==> src/rtl/fetch_buffer.sv <==
// fetch_buffer: splits bus beats into instructions, queues them with their PCs
// in a DEPTH-entry FIFO and presents the head to the decoder via valid/ready.
// Flush clears the queue and redirects fetch; a misaligned redirect skips the
// leading slots of the next beat.
// Optional macro FETCH_PERF_CNT_EN adds perf_beats / perf_insns counters.
module fetch_buffer #(
  parameter int unsigned BUS_DATA_WIDTH = 64,
  parameter int unsigned INSN_WIDTH     = 32,
  parameter int unsigned DEPTH          = 8,
  parameter int unsigned ADDR_WIDTH     = 64,
  parameter logic [ADDR_WIDTH-1:0] RESET_PC = '0
) (
  input  logic                          clk,
  input  logic                          reset_n,
  input  logic                          bus_valid,
  output logic                          bus_ready,
  input  logic [BUS_DATA_WIDTH-1:0]     bus_data,
  input  logic                          flush,
  input  logic [ADDR_WIDTH-1:0]         redirect_pc,
  output logic                          ins_valid,
  input  logic                          ins_ready,
  output logic [INSN_WIDTH-1:0]         ins,
  output logic [ADDR_WIDTH-1:0]         ins_pc,
  output logic [$clog2(DEPTH+1)-1:0]    count
`ifdef FETCH_PERF_CNT_EN
  ,
  output logic [31:0]                   perf_beats,
  output logic [31:0]                   perf_insns
`endif
);

  localparam int unsigned SLOTS      = BUS_DATA_WIDTH / INSN_WIDTH;
  localparam int unsigned IB         = INSN_WIDTH / 8;
  localparam int unsigned BEAT_BYTES = SLOTS * IB;
  localparam int unsigned PTR_W      = (DEPTH > 1) ? $clog2(DEPTH) : 1;
  localparam int unsigned CNT_W      = $clog2(DEPTH + 1);
  localparam int unsigned SKIP_W     = (SLOTS > 1) ? $clog2(SLOTS) : 1;

  logic [ADDR_WIDTH-1:0] next_pc_q, next_pc_d;
  logic [PTR_W-1:0]      rd_ptr_q, rd_ptr_d;
  logic [PTR_W-1:0]      wr_ptr_q, wr_ptr_d;
  logic [CNT_W-1:0]      occ_q, occ_d;

  logic [INSN_WIDTH-1:0] mem_insn_q [DEPTH];
  logic [ADDR_WIDTH-1:0] mem_pc_q   [DEPTH];

  logic [ADDR_WIDTH-1:0] beat_off;
  logic [SKIP_W-1:0]     skip;
  logic [CNT_W-1:0]      n_wr;
  logic [CNT_W-1:0]      free_slots;
  logic                  accept;
  logic                  deq;

  logic                  slot_we  [SLOTS];
  logic [PTR_W-1:0]      slot_idx [SLOTS];
  logic [ADDR_WIDTH-1:0] slot_pc  [SLOTS];

  // Handshake decode: readiness uses start-of-cycle occupancy only.
  always_comb begin
    beat_off   = next_pc_q % ADDR_WIDTH'(BEAT_BYTES);
    skip       = SKIP_W'(beat_off / ADDR_WIDTH'(IB));
    n_wr       = CNT_W'(SLOTS) - CNT_W'(skip);
    free_slots = CNT_W'(DEPTH) - occ_q;
    bus_ready  = !flush && (free_slots >= CNT_W'(SLOTS));
    accept     = bus_valid && bus_ready;
    ins_valid  = (occ_q != '0);
    deq        = ins_valid && ins_ready && !flush;
    count      = occ_q;
    ins        = ins_valid ? mem_insn_q[rd_ptr_q] : '0;
    ins_pc     = ins_valid ? mem_pc_q[rd_ptr_q]   : '0;
  end

  // Per-slot write enable, FIFO index and PC tag; slots below skip are dropped.
  always_comb begin
    for (int unsigned k = 0; k < SLOTS; k++) begin
      slot_we[k]  = accept && (k >= 32'(skip));
      slot_idx[k] = wr_ptr_q + PTR_W'(k) - PTR_W'(skip);
      slot_pc[k]  = next_pc_q
                  + (ADDR_WIDTH'(k) - ADDR_WIDTH'(skip)) * ADDR_WIDTH'(IB);
    end
  end

  // Next-state for pointers, occupancy and fetch PC; flush overrides everything.
  always_comb begin
    next_pc_d = next_pc_q;
    rd_ptr_d  = rd_ptr_q;
    wr_ptr_d  = wr_ptr_q;
    occ_d     = occ_q;
    if (flush) begin
      next_pc_d = redirect_pc;
      rd_ptr_d  = '0;
      wr_ptr_d  = '0;
      occ_d     = '0;
    end else begin
      if (accept) begin
        wr_ptr_d  = wr_ptr_q + PTR_W'(n_wr);
        next_pc_d = next_pc_q - beat_off + ADDR_WIDTH'(BEAT_BYTES);
      end
      if (deq) begin
        rd_ptr_d = rd_ptr_q + PTR_W'(1);
      end
      occ_d = occ_q + (accept ? n_wr : '0) - (deq ? CNT_W'(1) : '0);
    end
  end

  // Control state register with asynchronous reset.
  always_ff @(posedge clk or negedge reset_n) begin
    if (!reset_n) begin
      next_pc_q <= RESET_PC;
      rd_ptr_q  <= '0;
      wr_ptr_q  <= '0;
      occ_q     <= '0;
    end else begin
      next_pc_q <= next_pc_d;
      rd_ptr_q  <= rd_ptr_d;
      wr_ptr_q  <= wr_ptr_d;
      occ_q     <= occ_d;
    end
  end

  // Entry storage; contents are don't-care after reset so it is not reset.
  always_ff @(posedge clk) begin
    for (int unsigned k = 0; k < SLOTS; k++) begin
      if (slot_we[k]) begin
        mem_insn_q[slot_idx[k]] <= bus_data[k*INSN_WIDTH +: INSN_WIDTH];
        mem_pc_q[slot_idx[k]]   <= slot_pc[k];
      end
    end
  end

`ifdef FETCH_PERF_CNT_EN
  logic [31:0] perf_beats_q, perf_insns_q;

  // Event counters: survive flush, cleared only by reset, wrap naturally.
  always_ff @(posedge clk or negedge reset_n) begin
    if (!reset_n) begin
      perf_beats_q <= '0;
      perf_insns_q <= '0;
    end else begin
      if (accept) perf_beats_q <= perf_beats_q + 32'd1;
      if (deq)    perf_insns_q <= perf_insns_q + 32'd1;
    end
  end

  assign perf_beats = perf_beats_q;
  assign perf_insns = perf_insns_q;
`endif

endmodule

==> config.mk <==
export PLATFORM = sky130hd
export DESIGN_NAME = fetch_buffer
export DESIGN_NICKNAME = d
export VERILOG_FILES = /design/src/rtl/fetch_buffer.sv
export SDC_FILE = /design/constraint.sdc
export NUM_CORES = 1
export LEC_CHECK = 0
export BUFFER_PORTS_ARGS = -buffer_cell sky130_fd_sc_hd__buf_2
export CAP_MARGIN = 10
export CORE_ASPECT_RATIO = 0.9
export CORE_MARGIN = 8
export CORE_UTILIZATION = 50
export CTS_CLUSTER_DIAMETER = 80
export DETAILED_ROUTE_END_ITERATION = 10
export MAX_ROUTING_LAYER = met4
export PLACE_DENSITY_LB_ADDON = 0.15
export SKIP_LAST_GASP = 1
export SYNTH_ARGS = -nofsm -noshare
export SYNTH_HDL_FRONTEND = slang
export SYNTH_SLANG_ARGS = --single-unit
==> constraint.sdc <==
create_clock -name clk -period 11 [get_ports clk]
set_clock_uncertainty 0.1 [all_clocks]
set_input_delay 0 -clock clk [delete_from_list [all_inputs] [get_ports clk]]
set_output_delay 0 -clock clk [all_outputs]
set_load 0.01 [all_outputs]
## Word-level counts from Yosys, hierarchy flattened

Memories as Yosys holds them, arrays and structs flattened.
Cells that the tools add are included.

- Logic and storage cells: 47
- Input port bits: 133
- Memories kept: 2
- Flip-flop bits (word level): 74
- Memory bits (writable): 768
- Output and inout bits: 102

- $add $sub $neg: 15
- Multiplexer cells: 15
- Reductions and logical operators: 9
- $lt $le $gt $ge: 2

Memory list:

| memory | depth | width | rd ports | clocked after memory_dff | wr ports | line | source |
|---|---|---|---|---|---|---|---|
| mem_pc_q | 8 | 64 | 1 | 0 | 2 | 45 | `logic [ADDR_WIDTH-1:0] mem_pc_q [DEPTH];` |
| mem_insn_q | 8 | 32 | 1 | 0 | 2 | 44 | `logic [INSN_WIDTH-1:0] mem_insn_q [DEPTH];` |

Operators by type and width:

| cell | number |
|---|---|
| $mux 64 | 3 |
| $add 64x64->64 | 2 |
| $add 64x4->64 const B | 1 |
| $sub 64x3->64 | 1 |
| $mux 32 | 1 |
| $mux 3 | 4 |
| $mux 4 | 2 |
| $add 3x1->3 const B | 2 |
| $sub 3x1->3 | 2 |
| $logic_and 1x1->1 | 5 |
| $mux 1 | 5 |
| $add 4x4->4 | 1 |
| $ge 4x2->1 const B | 1 |
| $reduce_bool 2->1 | 2 |
| $reduce_bool 4->1 | 1 |
| $sub 1x1->2 const A | 2 |
| $sub 4x1->4 | 1 |
| $sub 4x4->4 const A | 1 |
| $add 3x3->3 | 1 |
| $sub 2x1->3 const A | 1 |
| $ge 1x1->1 const A | 1 |
| $logic_not 1->1 | 1 |

## Longest topological paths before layout

Gate-level depths: netlist of the first run.

- Depth in word-level cells: 8
- Gate-level depth with buffers: 18

## Least setup slack after synthesis of the first run

Ideal clock, no wire load.

- Kind: reg-to-reg
- Start point: reg next_pc_q[2]
- End point: mem mem_insn_q[3][0] (enable)
- Slack: 632 ps
- Data arrival time: 9576 ps
- Stages on the path, launching flop included: 5
- Buffers on the path: 1
- Clock period less this slack: 10368 ps
- Cell sequence: dfrtp_1 ha_1 clkbuf_1 or3_1 o31ai_1

RTL lines:

| item | line | source |
|---|---|---|
| from (decl) | 39 | `logic [ADDR_WIDTH-1:0] next_pc_q, next_pc_d;` |
| from (signal assigned) | 114 | `next_pc_q <= next_pc_d;` |
| to (decl) | 44 |  |

==> summary.md, run 1 <==
| Metric | Value |
|---|---|
| Commonest non-fill, non-tap cells in the layout | `nand2_1, edfxtp_1, o21ai_0` |
| Clock-pin slew on the worst setup and hold paths | `0.06 ns` |
| Synth Warn # | `0` |
| Detailed Route Iter0 Violations | `4,754` |
| Layout cells sized above 1 | `0.153` |
| Resized cells post-CTS | `0` |
| Final hold vios | `0` |
| Post-Syn Instances | `4,663` |
| Worst slew pin tran | `1.19 ns` |
| FF+latch count, synth | `842` |
| Leak pwr | `0.0211 µW` |
| Crit. End Element | `register` |
| Cell Chain, Critical Path | `inv_1 -> ha_1 -> inv_1 -> nor3_1 -> a211o_1 -> a31oi_1 -> nand2_4 -> nor2_1 -> nand3_4 -> buf_4 -> clkinv_2 -> buf_4 -> nand2_1 -> nand2_1 -> dlygate4sd3_1` |
| Routed len/inst | `24.6 µm` |
| Status | `finished clean` |
| Largest net degree at the start of global routing | `109` |
| Max Used Layer | `met4` |
| CTS Buffer Depth | `3` |
| Global-route wire length before repair | `231 mm` |
| Port Buffers | `234` |
| Syn Area/Cell | `10.5 µm²` |
| Max Cap Violations | `0` |
| Setup tns final | `0 ns` |
| Fin nets | `5,131` |
| Synth area leaders | `edfxtp_1, nand2_1, mux4_2, o21ai_0, dfrtp_1` |
| Fin cells | `6,202` |
| Layout area overhead | `14.0%` |
| Vias/cell | `6.06` |
| Vias in the first global route | `36,700` |
| Data required, critical path | `11.32 ns` |
| Wirelength, routed | `153 mm` |
| CP peak stage delay | `0.89 ns` |
| Die Y | `312 µm` |
| Relative slew slack | `0.200` |
| Inserted Clock Buffers | `92` |
| Worst-path fanout max | `82` |
| CP arrival | `6.67 ns` |
| Clk Latency, worst-skew pair | `0.68 ns` |
| Clk sinks | `842` |
| Detail Route Antenna Nets | `0` |
| Die Wd | `345 µm` |
| Cells after DPL | `5,816` |
| Root buf cell | `clkbuf_16` |
| Max Slew Vio Count | `0` |
| H-tree levels | `3` |
| Maximum vdd drop | `0.000237 V` |
| Initial Util | `0.505` |
| Ys flop type | `edfxtp_1` |
| DR WL met3 | `13.3 mm` |
| Startpoint types | `register` |
| Slowest-stage cell, CP | `clkinv_2` |
| CTS tree | `yes` |
| Final setup fails | `0` |
| Die area | `0.108 mm²` |
| Initial antenna violation count | `8` |
| Netlist cell types | `91` |
| Routed met2 length | `71.7 mm` |
| Via count | `37,600` |
| Mapped Area | `0.0488 mm²` |
| Core Rows | `108` |
| Pre-CTS setup slack | `5.23 ns` |
| Power per cell area | `318 mW/mm²` |
| Post-route setup slack | `4.66 ns` |
| Buf/Inv on CP | `6` |
| Register area share after synthesis | `0.511` |
| CORE AREA | `0.0965 mm²` |
| Setup Fix Bufs, Post-CTS | `0` |
| Final worst path period share | `0.577` |
| Max Clk Rate | `158 MHz` |
| Number of synthesized flops with an enable pin | `768` |
| Hold Slack | `0.0326 ns` |
| Synth area leader | `edfxtp_1` |
| Largest delay share family, worst path | `buffers and inverters` |
| Ys async rst share | `0.0879` |
| Commonest non-fill, non-tap cell in the layout | `nand2_1` |
| Syn_nets | `4,935` |
| Worst hold path class | `input pin to register` |
| Final min period | `6.34 ns` |
| Total Routing Usage GR | `0.283` |
| Num ports | `235` |
| Util after Layout | `0.576` |
| Top cell type's share of synthesized area | `0.473` |
| CP Class | `register to register` |
| Unrepaired setup endpoints after global routing | `false` |
| GP Congestion | `0.912` |
| Dpl hpwl | `94.6 mm` |
| Global route total overflow | `0` |
| Met1 WL | `63.9 mm` |
| Residual DRC | `0` |
| First-pass detailed-route iteration total | `6` |
| # hold bufs at CTS | `214` |
[worst register-to-register path, stage by stage, from the launching register on]
cell           delay, ns
dfrtp_1             0.42
inv_1               0.10
ha_1                0.19
inv_1               0.06
nor3_1              0.17
a211o_1             0.13
a31oi_1             0.19
nand2_4             0.80
nor2_1              0.32
nand3_4             0.55
buf_4               0.82
clkinv_2            0.91
buf_4               0.57
nand2_1             0.16
nand2_1             0.06
dlygate4sd3_1       0.55
[sequential cells by signal, summed over array words and instances (netlist names)]
register / flops
wr_ptr_q: 3
next_pc_q: 64
mem_insn_q: 256
rd_ptr_q: 3
mem_pc_q: 512
count: 4
[per-stage QoR]
stage / instance area (µm²) / total power (µW)
finish: 55600 / 17700
global route: 55600 / 18800
CTS: 55600 / 17700
detailed placement: 50500 / 14500
global placement: 50500 / 14400
floorplan: 48800 / 11800
[cell families (layout without fill, tap and decap cells)]
family	Yosys count	count (layout)	share of synthesized area
AOI/OAI and AO/OA	973	973	0.120
xor gates and xnor gates	121	121	0.0224
adders and majority gates	139	139	0.0360
buffers and inverters	505	776	0.0405
DFF	842	842	0.511
muxes	379	379	0.129
other	0	3	0
and+or+nand+nor	1704	1704	0.141
[cells in the mapped netlist (39+ instances only)]
cell      count
o21ai_0     484
dfrtp_1      74
xor2_1       55
mux2i_1     101
mux2_2       86
nand3_1      42
ha_1        137
buf_2        39
a21o_1       73
edfxtp_1    768
buf_1        70
clkbuf_1    270
nor2_1      194
nand2_1    1300
xnor2_1      62
inv_1       102
a22oi_1      39
a21oi_1     156
mux4_2      192
[area by class of cell]
type | count | area (µm²)
Antenna cell | 3 | 7.51
Clock buffer | 124 | 2470
Clock inverter | 45 | 419
Fill cell | 8071 | 40900
Inverter | 111 | 427
Multi-Input combinational cell | 3316 | 22100
Sequential cell | 842 | 24900
Tap cell | 1265 | 1580
Timing Repair Buffer | 496 | 3700
[power breakdown]
part           total (µW)  internal, µW  switching [µW]
clock                3010          1660            1340
sequential           5460          4860             603
combinational        9230          3520            5710
total               17700         10000            7660
[per-layer routing]
layer,track usage,up-vias
met3,0.0374,223
met1,0.386,18400
li1,-,17200
met4,0.0711,0
met5,-,-
met2,0.453,1752
[final timing paths]
check                                                from                          end  slack, ns  depth (start not counted)
max in group asynchronous                         reset_n    next_pc_q[56]$_DFFE_PN0P_       9.85                          4
min in group asynchronous                         reset_n    next_pc_q[22]$_DFFE_PN0P_       0.27                          4
worst min register to register  next_pc_q[32]$_DFFE_PN0P_    next_pc_q[32]$_DFFE_PN0P_       0.50                          2
worst max-delay path                   count[0]$_DFF_PN0_  mem_insn_q[7][30]$_DFFE_PP_       4.66                         15
worst max register to register         count[0]$_DFF_PN0_  mem_insn_q[7][30]$_DFFE_PP_       4.66                         15
worst min-delay path                      redirect_pc[42]    next_pc_q[42]$_DFFE_PN0P_       0.03                          4
No activity file was read; power rests on OpenSTA's default activity.
==> inputs of run 2 (changes only) <==
clock period = 6.38 ns   (was 11 ns; I/O delays follow)
==> run 2 against run 1 <==
  * Die area unchanged
  * Combinational power grew 73%
  * Sequential share of layout area decreased by 0.25 points
  * Cell count rose by 0.18%
  * Count of clock-buffer cells in the layout decreased by 7
  * Register-to-register slack got worse by 3.3 ns
  * Routed wire length increased by 1.1%
  * Via count grew 0.44%
  * Power increased by 74%
  * Critical path depth is 5 lower
  * First-iteration DRC count down 14%
  * Largest cell class unchanged
==> summary.md, run 2 (synthesis results as in run 1) <==
| Metric | Value |
|---|---|
| Initial Util | `0.505` |
| Power per cell area | `552 mW/mm²` |
| Routed len/inst | `24.9 µm` |
| Layout cells sized above 1 | `0.158` |
| Inserted Clock Buffers | `93` |
| Vias in the first global route | `37,600` |
| Final worst path period share | `0.791` |
| Combinational power share | `0.518` |
| CTS tree | `yes` |
| Detailed Route Iter0 Violations | `4,074` |
| Max Slew Vio Count | `0` |
| Commonest non-fill, non-tap cell in the layout | `nand2_1` |
| Slowest-stage cell, CP | `clkinv_2` |
| Die area | `0.108 mm²` |
| Cell Chain, Critical Path | `inv_1 -> ha_1 -> ha_1 -> xor2_1 -> or3_4 -> clkinv_2 -> buf_4 -> nand2_1 -> nand2_1 -> dlygate4sd3_1` |
| Fin nets | `5,138` |
| Hold Slack | `0.0366 ns` |
| Maximum vdd drop | `0.000365 V` |
| Worst-path fanout max | `48` |
| Total Routing Usage GR | `0.289` |
| Port Buffers | `234` |
| Total power draw | `30,900 µW` |
| Clock-pin slew on the worst setup and hold paths | `0.06 ns` |
| Post-DP Area | `0.0507 mm²` |
| Sequential share of power | `0.305` |
| Largest delay share family, worst path | `buffers and inverters` |
| Design Area, Final | `0.0559 mm²` |
| Int Power | `17,600 µW` |
| Residual DRC | `0` |
| First-pass detailed-route iteration total | `6` |
| Worst slew pin tran | `1.16 ns` |
| CP peak stage delay | `0.95 ns` |
| CP arrival | `5.38 ns` |
| Global-route wire length before repair | `235 mm` |
| Detail Route Antenna Nets | `0` |
| Wirelength, routed | `154 mm` |
| Core Rows | `108` |
| Clk sinks | `842` |
| Util after Layout | `0.579` |
| Status | `finished clean` |
| Num ports | `235` |
| Switching pwr | `13,300 µW` |
| Relative slew slack | `0.227` |
| Die Wd | `345 µm` |
| GP Congestion | `0.963` |
| Dpl hpwl | `96.7 mm` |
| Unrepaired setup endpoints after global routing | `false` |
| CORE AREA | `0.0965 mm²` |
| Final setup fails | `0` |
| Clk Latency, worst-skew pair | `0.69 ns` |
| Max Clk Rate | `198 MHz` |
| Max Cap Violations | `0` |
| Initial antenna violation count | `6` |
| Setup tns final | `0 ns` |
| Buf/Inv on CP | `4` |
| Worst hold path class | `input pin to register` |
| Clock Power Share | `0.177` |
| Global route total overflow | `0` |
| Sw frac | `0.429` |
| Vias/cell | `6.08` |
| CP Class | `register to register` |
| Via count | `37,800` |
| Die Y | `312 µm` |
| Max FFs per register | `512` |
| Startpoint types | `register` |
| Data required, critical path | `6.71 ns` |
| Final min period | `5.05 ns` |
| Layout area overhead | `14.7%` |
| Crit. End Element | `register` |
| Root buf cell | `clkbuf_16` |
| Largest net degree at the start of global routing | `105` |
| CTS Buffer Depth | `3` |
| Leak pwr | `0.0213 µW` |
| Final hold vios | `0` |
| H-tree levels | `3` |
| Commonest non-fill, non-tap cells in the layout | `nand2_1, edfxtp_1, o21ai_0` |
-- run 2: changes by cell type in the layout (fill, tap and decap cells not counted), moves of 2 or more --
cell and change:
inv_6 +2, buf_12 +7, bufinv_16 +4, buf_4 +2
clkinvlp_4 +4, dlygate4sd3_1 -3, clkbuf_1 -10, clkinv_2 +3
clkbuf_16 +2
-- run 2: what timing repair did --
| item | CTS | global route |
|---|---|---|
| endpoints found under the setup margin | 0 | 0 |
| gates resized for setup | 0 | 0 |
| hold buffers | 211 | 0 |
| buffers inserted | 0 | 0 |
| hold endpoints to repair | 404 | 0 |
-- run 2: final timing paths --
path | start | slack (ns) | depth (start not counted) | endpoint
hold reg to reg | next_pc_q[36]$_DFFE_PN0P_ | 0.52 | 2 | next_pc_q[36]$_DFFE_PN0P_
hold / removal | redirect_pc[17] | 0.04 | 4 | next_pc_q[17]$_DFFE_PN0P_
max in group asynchronous | reset_n | 5.03 | 4 | rd_ptr_q[0]$_DFFE_PN0P_
min in group asynchronous | reset_n | 0.28 | 4 | next_pc_q[3]$_DFFE_PN0P_
setup reg to reg | next_pc_q[2]$_DFFE_PN0P_ | 1.33 | 10 | mem_insn_q[2][14]$_DFFE_PP_
setup / recovery | next_pc_q[2]$_DFFE_PN0P_ | 1.33 | 10 | mem_insn_q[2][14]$_DFFE_PP_
-- run 2: routing by layer --
layer | up-vias | track usage | share of wire
met4 | 0 | 0.0804 | 0.029
li1 | 17200 | - | -
met5 | - | - | 0
met3 | 268 | 0.0472 | 0.087
met2 | 1796 | 0.458 | 0.47
met1 | 18500 | 0.387 | 0.42
-- run 2: through the flow --
stage | worst slack [ns] | cells
2_1_floorplan | -1.11 | 4663
3_3_place_gp | 1.88 | 5825
3_5_place_dp | 1.79 | 5825
4_1_cts | 1.31 | 6210
5_1_grt | 1.07 | 6213
6_report | 1.33 | 6213
-- run 2: final cells by class --
| type | count | area (µm²) |
|---|---|---|
| diodes | 3 | 7.51 |
| clock buffers | 117 | 2500 |
| clock inverters | 57 | 577 |
| fillers | 8119 | 40600 |
| inverters | 111 | 427 |
| multi-input cells | 3316 | 22100 |
| flip-flops and latches | 842 | 24900 |
| well taps | 1265 | 1580 |
| repair buffers | 502 | 3830 |
-- run 2: power groups by stage --
stage          Combinational, µW  Clock, µW  Sequential [µW]
3_3_place_gp               15400          0             9480
6_report                   16000       5460             9430
3_5_place_dp               15600          0             9510
2_1_floorplan              11500          0             8850
4_1_cts                    15900       5500             9400
5_1_grt                    17600       5700             9510
-- run 2: worst reg2reg max path, cell delays in order, from the launching register on --
cell           delay, ns
dfrtp_2             0.80
inv_1               0.30
ha_1                0.27
ha_1                0.21
xor2_1              0.33
or3_4               0.60
clkinv_2            0.95
buf_4               0.55
nand2_1             0.10
nand2_1             0.04
dlygate4sd3_1       0.55
